<file path="src/rtl/cevero_mem_arbiter.sv">
// Two-to-one instr/data arbiter onto a single req/gnt/rvalid memory port with an in-order source-ID FIFO.
// Optional macro CEVERO_ARB_RR_EN selects round-robin arbitration; the default is fixed data-over-instr priority.
module cevero_mem_arbiter #(
  parameter int unsigned AddrWidth      = 32,
  parameter int unsigned DataWidth      = 32,
  parameter int unsigned MaxOutstanding = 2
) (
  input  logic                   clk_i,
  input  logic                   rst_ni,

  input  logic                   instr_req_i,
  output logic                   instr_gnt_o,
  output logic                   instr_rvalid_o,
  input  logic [AddrWidth-1:0]   instr_addr_i,
  output logic [DataWidth-1:0]   instr_rdata_o,

  input  logic                   data_req_i,
  output logic                   data_gnt_o,
  output logic                   data_rvalid_o,
  input  logic                   data_we_i,
  input  logic [DataWidth/8-1:0] data_be_i,
  input  logic [AddrWidth-1:0]   data_addr_i,
  input  logic [DataWidth-1:0]   data_wdata_i,
  output logic [DataWidth-1:0]   data_rdata_o,

  output logic                   mem_req_o,
  input  logic                   mem_gnt_i,
  input  logic                   mem_rvalid_i,
  output logic                   mem_we_o,
  output logic [DataWidth/8-1:0] mem_be_o,
  output logic [AddrWidth-1:0]   mem_addr_o,
  output logic [DataWidth-1:0]   mem_wdata_o,
  input  logic [DataWidth-1:0]   mem_rdata_i,

  output logic                   protocol_err_o
);

  typedef enum logic {
    SRC_INSTR = 1'b0,
    SRC_DATA  = 1'b1
  } src_e;

  localparam int unsigned PtrW = (MaxOutstanding > 1) ? $clog2(MaxOutstanding) : 1;
  localparam int unsigned CntW = $clog2(MaxOutstanding + 1);

  logic            lock_q;
  src_e            lock_sel_q;
  src_e            policy_sel;
  src_e            sel;
  logic            sel_req;
  logic            full;
  logic            empty;
  logic            push;
  logic            pop;
  src_e            head;
  src_e            ids_q [MaxOutstanding];
  logic [PtrW-1:0] wptr_q;
  logic [PtrW-1:0] rptr_q;
  logic [CntW-1:0] count_q;
  logic            err_q;

  assign full  = (count_q == CntW'(MaxOutstanding));
  assign empty = (count_q == '0);

`ifdef CEVERO_ARB_RR_EN
  src_e last_q;

  always_comb begin
    policy_sel = SRC_INSTR;
    if (instr_req_i && data_req_i) begin
      policy_sel = (last_q == SRC_DATA) ? SRC_INSTR : SRC_DATA;
    end else if (data_req_i) begin
      policy_sel = SRC_DATA;
    end
  end

  always_ff @(posedge clk_i or negedge rst_ni) begin
    if (!rst_ni) begin
      last_q <= SRC_INSTR;
    end else if (push) begin
      last_q <= sel;
    end
  end
`else
  always_comb begin
    policy_sel = SRC_INSTR;
    if (data_req_i) begin
      policy_sel = SRC_DATA;
    end
  end
`endif

  assign sel       = lock_q ? lock_sel_q : policy_sel;
  assign sel_req   = (sel == SRC_DATA) ? data_req_i : instr_req_i;
  assign mem_req_o = sel_req & ~full;
  assign push      = mem_req_o & mem_gnt_i;
  assign pop       = mem_rvalid_i & ~empty;
  assign head      = ids_q[rptr_q];

  assign instr_gnt_o = push & (sel == SRC_INSTR);
  assign data_gnt_o  = push & (sel == SRC_DATA);

  assign instr_rvalid_o = pop & (head == SRC_INSTR);
  assign data_rvalid_o  = pop & (head == SRC_DATA);
  assign instr_rdata_o  = mem_rdata_i;
  assign data_rdata_o   = mem_rdata_i;
  assign protocol_err_o = err_q;

  // Attributes follow the selected requester even while stalled on a full FIFO, so a held lock keeps them stable.
  always_comb begin
    mem_we_o    = 1'b0;
    mem_be_o    = '0;
    mem_addr_o  = '0;
    mem_wdata_o = '0;
    if (sel_req) begin
      if (sel == SRC_DATA) begin
        mem_we_o    = data_we_i;
        mem_be_o    = data_be_i;
        mem_addr_o  = data_addr_i;
        mem_wdata_o = data_wdata_i;
      end else begin
        mem_be_o    = '1;
        mem_addr_o  = instr_addr_i;
      end
    end
  end

  always_ff @(posedge clk_i or negedge rst_ni) begin
    if (!rst_ni) begin
      lock_q     <= 1'b0;
      lock_sel_q <= SRC_INSTR;
    end else if (mem_req_o) begin
      lock_q     <= ~mem_gnt_i;
      lock_sel_q <= sel;
    end else if (!full) begin
      lock_q     <= 1'b0;
    end
  end

  always_ff @(posedge clk_i or negedge rst_ni) begin
    if (!rst_ni) begin
      for (int unsigned i = 0; i < MaxOutstanding; i++) begin
        ids_q[i] <= SRC_INSTR;
      end
      wptr_q  <= '0;
      rptr_q  <= '0;
      count_q <= '0;
    end else begin
      if (push) begin
        ids_q[wptr_q] <= sel;
        wptr_q        <= (wptr_q == PtrW'(MaxOutstanding - 1)) ? '0 : wptr_q + PtrW'(1);
      end
      if (pop) begin
        rptr_q <= (rptr_q == PtrW'(MaxOutstanding - 1)) ? '0 : rptr_q + PtrW'(1);
      end
      case ({push, pop})
        2'b10:   count_q <= count_q + CntW'(1);
        2'b01:   count_q <= count_q - CntW'(1);
        default: count_q <= count_q;
      endcase
    end
  end

  always_ff @(posedge clk_i or negedge rst_ni) begin
    if (!rst_ni) begin
      err_q <= 1'b0;
    end else if (mem_rvalid_i && empty) begin
      err_q <= 1'b1;
    end
  end

endmodule

</file>
<file path="config.mk">
export PLATFORM = sky130hd
export DESIGN_NAME = cevero_mem_arbiter
export DESIGN_NICKNAME = d
export VERILOG_FILES = /design/src/rtl/cevero_mem_arbiter.sv
export SDC_FILE = /design/constraint.sdc
export NUM_CORES = 1
export LEC_CHECK = 0
export CORE_AREA = 2 2 109 111
export DETAILED_ROUTE_END_ITERATION = 16
export DIE_AREA = 0 0 111 113
export HOLD_SLACK_MARGIN = 0.15
export SYNTH_ARGS = -nofsm -noshare
export SYNTH_HDL_FRONTEND = slang
export SYNTH_SLANG_ARGS = --single-unit
</file>
<file path="constraint.sdc">
create_clock -name clk_i -period 2.33 [get_ports clk_i]
set_input_delay 0.699 -clock clk_i [delete_from_list [all_inputs] [get_ports clk_i]]
set_output_delay 0.699 -clock clk_i [all_outputs]
set_load 0.02 [all_outputs]
</file>
* Word level (Yosys, flattened, before mapping) *
Index checks and enable logic that the tools add are counted.

word-level totals
  output and inout bits = 139
  register bits after elaboration = 9
  logic and storage cells = 59
  bits of input ports = 139

cells by class
  muxes and demuxes = 22
  equal/unequal tests = 4
  $lt $le $gt $ge = 3
  $add $sub $neg = 4
  bitwise operators = 14
  reduce and logical (&&, ||, !) cells = 4

operator list
  operator                                                                       count
  32-bit 2-to-1 mux                                                              4
  1-bit 2-to-1 mux                                                               13
  4-bit 2-to-1 mux                                                               2
  1-bit bitwise AND                                                              7
  1-bit inverter                                                                 5
  2-bit == test (second input constant)                                          2
  2-bit greater-or-equal comparator (second input constant)                      2
  1-bit inverter with 2-bit output                                               2
  2-bit case mux with 2 select lines                                             1
  1-bit adder (second input constant)                                            2
  2-bit by 1-bit adder with 2-bit output (second input constant)                 1
  2-bit bitwise mux                                                              1
  2-bit by 1-bit == test with 1-bit output (second input constant)               1
  1-bit logical AND                                                              2
  2-bit zero test                                                                1
  2-bit by 1-bit less-than comparator with 1-bit output (second input constant)  1
  2-bit inequality test (second input constant)                                  1
  2-bit nonzero test                                                             1
  2-bit by 1-bit subtractor with 2-bit output (second input constant)            1
  1-bit demux with 1-bit select                                                  1

* Depth between registers and ports, before layout *
  depth in word-level cells = 7
  mapped depth = 7
  gate-level depth less buffers = 7

* Worst setup path after synthesis *
OpenSTA, ideal clock, no wires.

  path kind = input -> output
  start = in data_req_i
  end = out mem_addr_o[29]
  path buffers = 2
  data required time = 1.631 ns
  stages on the path = 5
  arrival = 1.633 ns
  setup slack = -0.002 ns
  path through = buf_6 -> mux2i_1 -> buf_2 -> nand2_1 -> a21oi_1

between the ends
  longest elaborated chain between the ends = 4
  elaborated cells on any way between the ends = 5
  classes of those cells = 5 x mux

RTL lines
  element                                                       line     text
  from (decl)                                                   17       input logic data_req_i,
  1-bit 2-to-1 mux                                              87       if (data_req_i) begin
  1-bit 2-to-1 mux                                              93       assign sel = lock_q ? lock_sel_q : policy_sel;
  32-bit 2-to-1 mux / 1-bit 2-to-1 mux (equally long branches)  116, 94
  32-bit 2-to-1 mux (*)                                         115      if (sel_req) begin
  to (decl)                                                     31       output logic [AddrWidth-1:0] mem_addr_o,

Mark *: on every way between the ends. The rest lies on a longest branch, timed or not.

* Worst setup path after layout *
  start = in data_req_i
  end = out mem_addr_o[30]

The elaborated chain is that of the path after synthesis.

==> flow_summary.toml <==
[timing]
max_slew.worst_pin.slew_ps = 419
rsz0062_at_grt = "yes"
finalCritPeriodShare = 1.00
max-slew-margin-rel = 0.720
worst_clock_skew_ps = 0.662
finalWorstSetupSlack_ps = -1.62
final_max_slew_viol_count = 0
max_freq_ghz = 0.429
min_period_ps = 2330
finalSetupViolCount = 2
hold_viol_final = 0

[detailed_routing]
wirelength_um = 9180
drtAntennaViolNets = 0
wl_per_cell_um = 16.6
vias = 2336
drt-initial-drc-count = 58
drc = 0
viasPerCell = 4.22
firstDrtPassIters = 4

[critical_path]
crit_buf_inv = 4
arrival_ps = 1630
crit_required_ps = 1630
crit_slowest_cell = "a21o_4"
crit_path_start_kind = "primary input"
path_delay_family = "buffers and inverters"
end_kind = "primary output"
worstPathMaxFanout = 7
crit_type = "primary input to primary output"
slowest_delay_ps = 220
crit_chain = "buf_12 > buf_8 > a21o_4 > buf_12 > nand2_8 > a21oi_2 > buf_4"
cp_common_cell = "buf_12"

[global_routing]
grt_antenna_before_repair = 0
grt_max_degree = 34
grt_pass1_wl_um = 13500
grtUsageTotal = 0.136
grt-ovfl-total = 0
grt_pass1_vias = 2480

[synthesis]
synth_ff_type = "dfrtp_1"
yosys.area_share.simple = 0.337
synth_compound_area_frac = 0.151
yosys.area.top_type = "buf_4"
synth_cells = 263
synthMuxAreaShare = 0.0196
synth_cell_types = 30
postSynth.asyncResetShare = 1.00
synth_edf_count = 0
synth_fa_ha_area_frac = 0.00701
synth_nets = 403
syn_area_um2 = 1790
avgSynthCellArea_um2 = 6.79
ys_ff_latch = 9
synth_xor_area_frac = 0.0245
synth_top_family_by_area = "simple AND/OR/NAND/NOR gates"
synth_top_area_frac = 0.273
yosys_warnings = 0
synth.area.top_cells = "buf_4 27%, nand2_1 13%, dfrtp_1 13%"
ys_seq_area_frac = 0.126

[pwr]
p_leak_nw = 1.72
power_mw = 3.40
peakVddDrop_mv = 0.414
p_per_area_nw_per_um2 = 911

[status]
status = "complete, but fails checks"
violations = "negative setup slack"

[cells_and_area]
n_antenna_cell = 0
drive_gt1_frac = 0.404
nets = 552
syn2layout_area_growth_pct = 109
fin_util = 0.331

[clocking]
cts_tree = "done"
root_buffer = "clkbuf_16"
cts_buffers = 3
clock_latency_ps = 230
clock-sinks = 9
cts.clk_slew.worst_paths_ps = 40
htree_num_levels = 1
cts_buffer_depth = 2

[placement]
hpwl_um = 5700
numPortBuffers = 181
place_ws_ps = -1100
finalWeightedCongestion = 0.853

[floorplan]
dieWidth_um = 111
start_util = 0.158
die-area_um2 = 12500
core_area_um2 = 11300
placementRows = 39
dieHeight_um = 113
ios = 278

[worst_hold_path]
hold_class = "flop to flop"

[flow_run]
max-cap-violations = 0
[sequential cells by signal, indices dropped and copies added (netlist names)]
register and count:
protocol_err_o 1, lock_q 1, rptr_q 1, ids_q 2
lock_sel_q 1, wptr_q 1, count_q 2
[synthesized netlist by cell type, types with 2 or more instances]
master    number
xnor2_1        4
buf_6          4
buf_4         65
and3_1        33
a21oi_1       25
buf_2          6
inv_1          3
a21oi_2       11
clkbuf_1       6
nand2_1       64
mux2i_1        2
nor2_1        13
a31oi_1        2
dfrtp_1        9
[stage by stage]
stage | hold WS [ps] | instance area, um^2 | cells | TNS (ps)
2_1_floorplan | 403 | 1790 | 263 | 0
3_3_place_gp | 446 | 3380 | 525 | -62700
3_5_place_dp | 456 | 3380 | 525 | -65460
4_1_cts | 469 | 3630 | 549 | -129
5_1_grt | 502 | 3730 | 554 | -406
6_report | 460 | 3730 | 554 | -2.35
[repair_timing]
action,in CTS,in global routing
setup buffers,11,5
hold buffers,0,0
resized for setup,273,89
setup endpoints to repair,75,69
cloned,10,2
pin swaps,8,9
[cells in the final DEF (no fill, tap or decap), types with 5 or more instances in the layout]
| cell | netlist | layout |
|---|---|---|
| clkdlybuf4s50_1 | 0 | 104 |
| nand2_1 | 64 | 52 |
| buf_4 | 65 | 43 |
| and3_1 | 33 | 33 |
| a21oi_2 | 11 | 27 |
| clkbuf_2 | 0 | 20 |
| buf_6 | 4 | 19 |
| clkdlybuf4s15_1 | 0 | 12 |
| nand2_2 | 0 | 11 |
| nor2_1 | 13 | 10 |
| buf_2 | 6 | 9 |
| a21oi_1 | 25 | 8 |
| dfrtp_1 | 9 | 7 |
| nand2_8 | 1 | 5 |
[where the power goes]
group	total (mW)	switching [mW]	internal (mW)	leakage, nW
Clock	0.295	0.0669	0.228	0.0382
Sequential	0.325	0.0915	0.234	0.0987
Combinational	2.78	1.50	1.28	1.59
Total	3.40	1.66	1.74	1.72
[routing by layer]
metal  up-vias  wire length, um  global-route usage
met4         0              285              0.0425
met5         -                0                   0
met3        28              741              0.0332
met2       135             4420               0.238
met1      1060             3730               0.164
li1       1113                -                   -
[final timing paths]
check / startpoint / to / slack (ps) / depth (start not counted)
max in group asynchronous: rst_ni / lock_q / 1240 / 1
worst max-delay path: data_req_i / mem_addr_o[30] / -2 / 7
worst max register to register: lock_q / count_q[1] / 410 / 9
min in group asynchronous: rst_ni / protocol_err_o / 770 / 1
worst min register to register: protocol_err_o / protocol_err_o / 460 / 1
worst min-delay path: protocol_err_o / protocol_err_o / 460 / 1
[cells by family after synthesis]
group | count (synthesis)
AND/OR/NAND/NOR | 119
AO/OA/AOI/OAI | 42
adder cells (fa/ha/maj) | 1
buffers and inverters | 84
XOR/XNOR | 5
flip-flops | 9
multiplexers | 3
[layout make-up]
| cell class | instances | area [um^2] |
|---|---|---|
| Clock buffer | 4 | 78.8 |
| Fill cell | 1215 | 7540 |
| Inverter | 3 | 11.3 |
| Multi-Input combinational cell | 181 | 1270 |
| Sequential cell | 9 | 228 |
| Tap cell | 143 | 179 |
| Timing Repair Buffer | 214 | 1960 |
No activity file was read; power rests on OpenSTA's default activity.
==> RTL change 1: new RTL, same flow settings <==
Put one more register stage on the output `protocol_err_o`, with the module's reset. The value now appears one clock later. The other outputs are not delayed to match.
--- a/src/rtl/cevero_mem_arbiter.sv
+++ b/src/rtl/cevero_mem_arbiter.sv
@@ -106,3 +106,9 @@
   assign data_rdata_o   = mem_rdata_i;
-  assign protocol_err_o = err_q;
+  always_ff @(posedge clk_i or negedge rst_ni) begin
+    if (!rst_ni) begin
+      protocol_err_o <= '0;
+    end else begin
+      protocol_err_o <= err_q;
+    end
+  end
 
Check against the original RTL: not equivalent (a bounded check fails within 4 cycles, from zero or initial values and one cycle with rst_ni low).
==> RTL change 1 against the unedited design <==
- wire length is 4.7% higher
- combinational power is 19% higher
- sequential cell count is 1 higher
- register-to-register slack worse by 0.14 ns
- synthesized area is 1.4% higher
- worst setup slack worse by 0.055 ns
- largest cell class unchanged
- the flow still finishes with violations (negative setup slack)
- utilization is 4.3 points higher
- total power is 17% higher
- synthesized cell count is 0.38% higher
- critical path depth stayed put
- final area is 13% higher
- global-route usage is 0.45 points higher
- first-iteration DRC count is 6.9% higher
==> RTL change 1: results (changes against the unedited design) <==
- Avg WL per Cell: 17.3 um (+4.5%)
- Buffer count from post-CTS setup fixing: 17 (+6)
- Placed Area: 3380 um^2 (+0.15%)
- Clock buf/inv share: 2.11% (-0.0029 points)
- Area of the multi-input gates: 1500 um^2 (+18%)
- # setup viols final: 26 (+24)
- Number of gates resized after cts: 353 (+29%)
- Inst Count DP: 523 (-0.38%)
- Seq cells: 10 (+1)
- Hold EP: protocol_err_o
- Worst VDD drop: 0.559 mV (+35%)
- GR met1 Demand/Resource: 15.5% (-0.93 points)
- Setup ws final: -0.0571 ns (-0.0555 ns)
- Fin Setup TNS: -0.796 ns (-0.793 ns)
- Gr usage total: 14.0% (+0.45 points)
- Layout cells sized above 1: 48.1% (+7.7 points)
- Sequential fraction of the synthesis area: 13.8% (+1.2 points)
- Leading post-synthesis cells by cell area: buf_4, dfrtp_1, nand2_1
- LEAKAGE: 0.00190 uW (+10%)
- Headroom to the max-slew limit: 70.3% (-1.7 points)
- Internal reg-to-reg setup slack: 0.27 ns (-0.14 ns)
- Worst hold start: err_q
- Syn Inst Count: 264 (+0.38%)
- Fill cells: 1145 (-5.8%)
- Critical path arrival: 1.69 ns (+0.06 ns)
- Slowest stage cell, crit path: mux2_4
- Seq/total area: 6.01% (-0.10 points)
- Crit path max fanout: 6 (-1)
- First-pass GRT wire length: 13700 um (+1.3%)
- Placer Congestion: 0.801 (-6.1%)
- PD cells: 944 nW/um^2 (+3.7%)
- Via count: 2358 (+0.94%)
- Area share of buffers outside the clock network: 51.7% (-0.77 points)
- WL final: 9610 um (+4.7%)
- Iter 0 DRT Violations: 62 (+6.9%)
- Max incr delay on CP: 0.33 ns (+0.11 ns)
- Multi-input gates: 179 (-1.1%)
- Post-DP HPWL: 5650 um (-0.82%)
- Worst Hold Path Cells: 0 (-1)
- R2R depth: 10 (+1)
- Fin Clk Skew: 0.00231 ns (+0.00165 ns)
- Status: finished with violations
- Met3 wire len: 603 um (-19%)
- Synthesized net count: 404 (+0.25%)
- Failing checks: negative setup slack
- Met2 Track Usage GR: 27.6% (+3.8 points)
-- RTL change 1: cell count changes after synthesis --
cell and delta:
dfrtp_1 +1
-- RTL change 1: report_power, final --
part | internal [uW] | switching (uW) | total (uW)
clock | 258 | 75.4 | 333
sequential | 251 | 74.9 | 326
combinational | 1580 | 1730 | 3320
-- RTL change 1: kinds of logic after synthesis --
group | Yosys count | share of synthesized area [%]
simple gates | 119 | 33.2
buf+inv | 84 | 33.0
mux | 3 | 1.93
fa+ha+maj | 1 | 0.691
compound gates | 42 | 14.9
flops | 10 | 13.8
xor+xnor | 5 | 2.42
-- RTL change 1: worst reg2reg max path, stage by stage, from the launching register on --
cell	delay [ns]
dfrtp_2	0.45
buf_6	0.14
buf_6	0.11
nand3b_4	0.12
buf_6	0.14
nand4_4	0.14
buf_4	0.17
buf_4	0.13
ha_1	0.29
nor2_1	0.13
xor2_1	0.15
==> RTL change 2: new RTL, config.mk and constraints unchanged <==
Made on the original files. Add a define of `CEVERO_ARB_RR_EN`.
--- a/src/rtl/cevero_mem_arbiter.sv
+++ b/src/rtl/cevero_mem_arbiter.sv
@@ -2,2 +2,4 @@
 // Optional macro CEVERO_ARB_RR_EN selects round-robin arbitration; the default is fixed data-over-instr priority.
+`define CEVERO_ARB_RR_EN
+
 module cevero_mem_arbiter #(
Behaviour: not the same (a bounded check fails within 4 cycles, from zero or initial values and one cycle with rst_ni low).
==> RTL change 2 against the unedited design <==
- the flow still finishes with violations (negative setup slack)
- global-route usage is essentially flat
- final area grew 18%
- wire length is 0.15% higher
- largest power group unchanged
- synthesized area is 1.8% lower
- worst setup slack got worse by 0.19 ns
- total power up 43%
- sequential cell count increased by 1
==> RTL change 2: results (changes against the unedited design) <==
- Initial antenna violation count: 0 (unchanged)
- Logic gate share of total power: 86.1% (+4.4 points)
- Syn Area/Cell: 7.59 um^2 (+12%)
- Synthesized net count: 371 (-7.9%)
- Sequential share of power: 6.9% (-2.7 points)
- Setup ws final: -0.195 ns (-0.194 ns)
- Vias per cell: 4.00 (-5.2%)
- Worst VDD drop: 0.704 mV (+70%)
- Placed Area: 3540 um^2 (+4.7%)
- Placer Congestion: 0.836 (-2.0%)
- Slowest stage cell, crit path: dfrtp_1
- Status: finished with violations
- Net Sw Frac: 41.1% (-7.6 points)
- # setup viols final: 73 (+71)
- Avg WL per Cell: 17.3 um (+4.5%)
- Inst Count DP: 501 (-4.6%)
- Worst Tran Pin Value: 0.457 ns (+0.0374 ns)
- Critical path arrival: 1.83 ns (+0.20 ns)
- Iter 0 DRT Violations: 71 (+22%)
- Clock Path Buffers: 2 (unchanged)
- LEAKAGE: 0.00190 uW (+10%)
- Buffer count from post-CTS setup fixing: 19 (+8)
- Number of gates resized after cts: 484 (+77%)
- Worst slack at placement: -1.12 ns (-0.0220 ns)
- Failing checks: negative setup slack
- Leading post-synthesis cells by cell area: buf_4, mux2i_1, dfrtp_1
- Largest net degree at the start of global routing: 16 (-53%)
- Gr usage total: 13.5% (about the same)
- Clk root buf: clkbuf_16
- First-pass GRT wire length: 13300 um (-1.6%)
- Crit path max fanout: 6 (-1)
- Fin Setup TNS: -7.45 ns (-7.45 ns)
- Sequential fraction of the synthesis area: 14.3% (+1.7 points)
- Layout cells sized above 1: 55.7% (+15 points)
- Fin Clk Skew: 0.000356 ns (-0.000305 ns)
- Non-filler instance count after layout: 531 (-4.2%)
- Comb power: 4170 uW (+50%)
- Fill cells: 1116 (-8.1%)
- Max incr delay on CP: 0.41 ns (+0.19 ns)
- Post-DP HPWL: 7000 um (+23%)
- First-pass detailed-route iteration total: 4 (unchanged)
- Vias in the first global route: 2296 (-7.4%)
[RTL change 2: worst reg2reg max path, stage by stage, from the launching register on]
cell and delay, ns:
dfrtp_1 0.41, buf_4 0.15, a21bo_4 0.22, a221oi_4 0.37, nand2_2 0.13, buf_4 0.15
buf_4 0.12, buf_4 0.13, ha_1 0.30, nor2_1 0.14, xor2_1 0.15
[RTL change 2: worst paths after layout]
check                           slack (ns)      startpoint  depth (start not counted)              to
worst max-delay path                 -0.20          lock_q                          7  mem_addr_o[15]
worst min-delay path                  0.47  protocol_err_o                          1  protocol_err_o
worst max register to register       -0.01          lock_q                         10      count_q[1]
worst min register to register        0.47  protocol_err_o                          1  protocol_err_o
max in group asynchronous             1.24          rst_ni                          1          lock_q
min in group asynchronous             0.78          rst_ni                          1  protocol_err_o
[RTL change 2: kinds of logic (layout without fill, tap and decap cells)]
logic type / Yosys count / in the layout / synth area share, %
muxes: 33 / 33 / 18.8
and+or+nand+nor: 87 / 87 / 24.0
xor gates and xnor gates: 5 / 5 / 2.50
adders and majority gates: 1 / 1 / 0.713
buffers and inverters: 80 / 237 / 32.2
DFF: 10 / 10 / 14.3
AOI/OAI and AO/OA: 15 / 15 / 7.42
[RTL change 2: layout make-up]
| cell class | instances | area (um^2) | area share, % |
|---|---|---|---|
| Clock buffer | 4 | 88.8 | 2.02 |
| Inverter | 4 | 15.0 | 0.342 |
| Multi-Input combinational cell | 141 | 1470 | 33.4 |
| Sequential cell | 10 | 250 | 5.69 |
| Tap cell | 143 | 179 | 4.07 |
| Timing Repair Buffer | 229 | 2390 | 54.4 |
[RTL change 2: routing by layer]
metal	vias up	track usage, %	part of all wire [%]
met4	0	6.00	3.4
met5	-	0	0
met2	123	27.8	56
met3	33	3.75	9.5
li1	999	-	-
met1	968	12.2	31
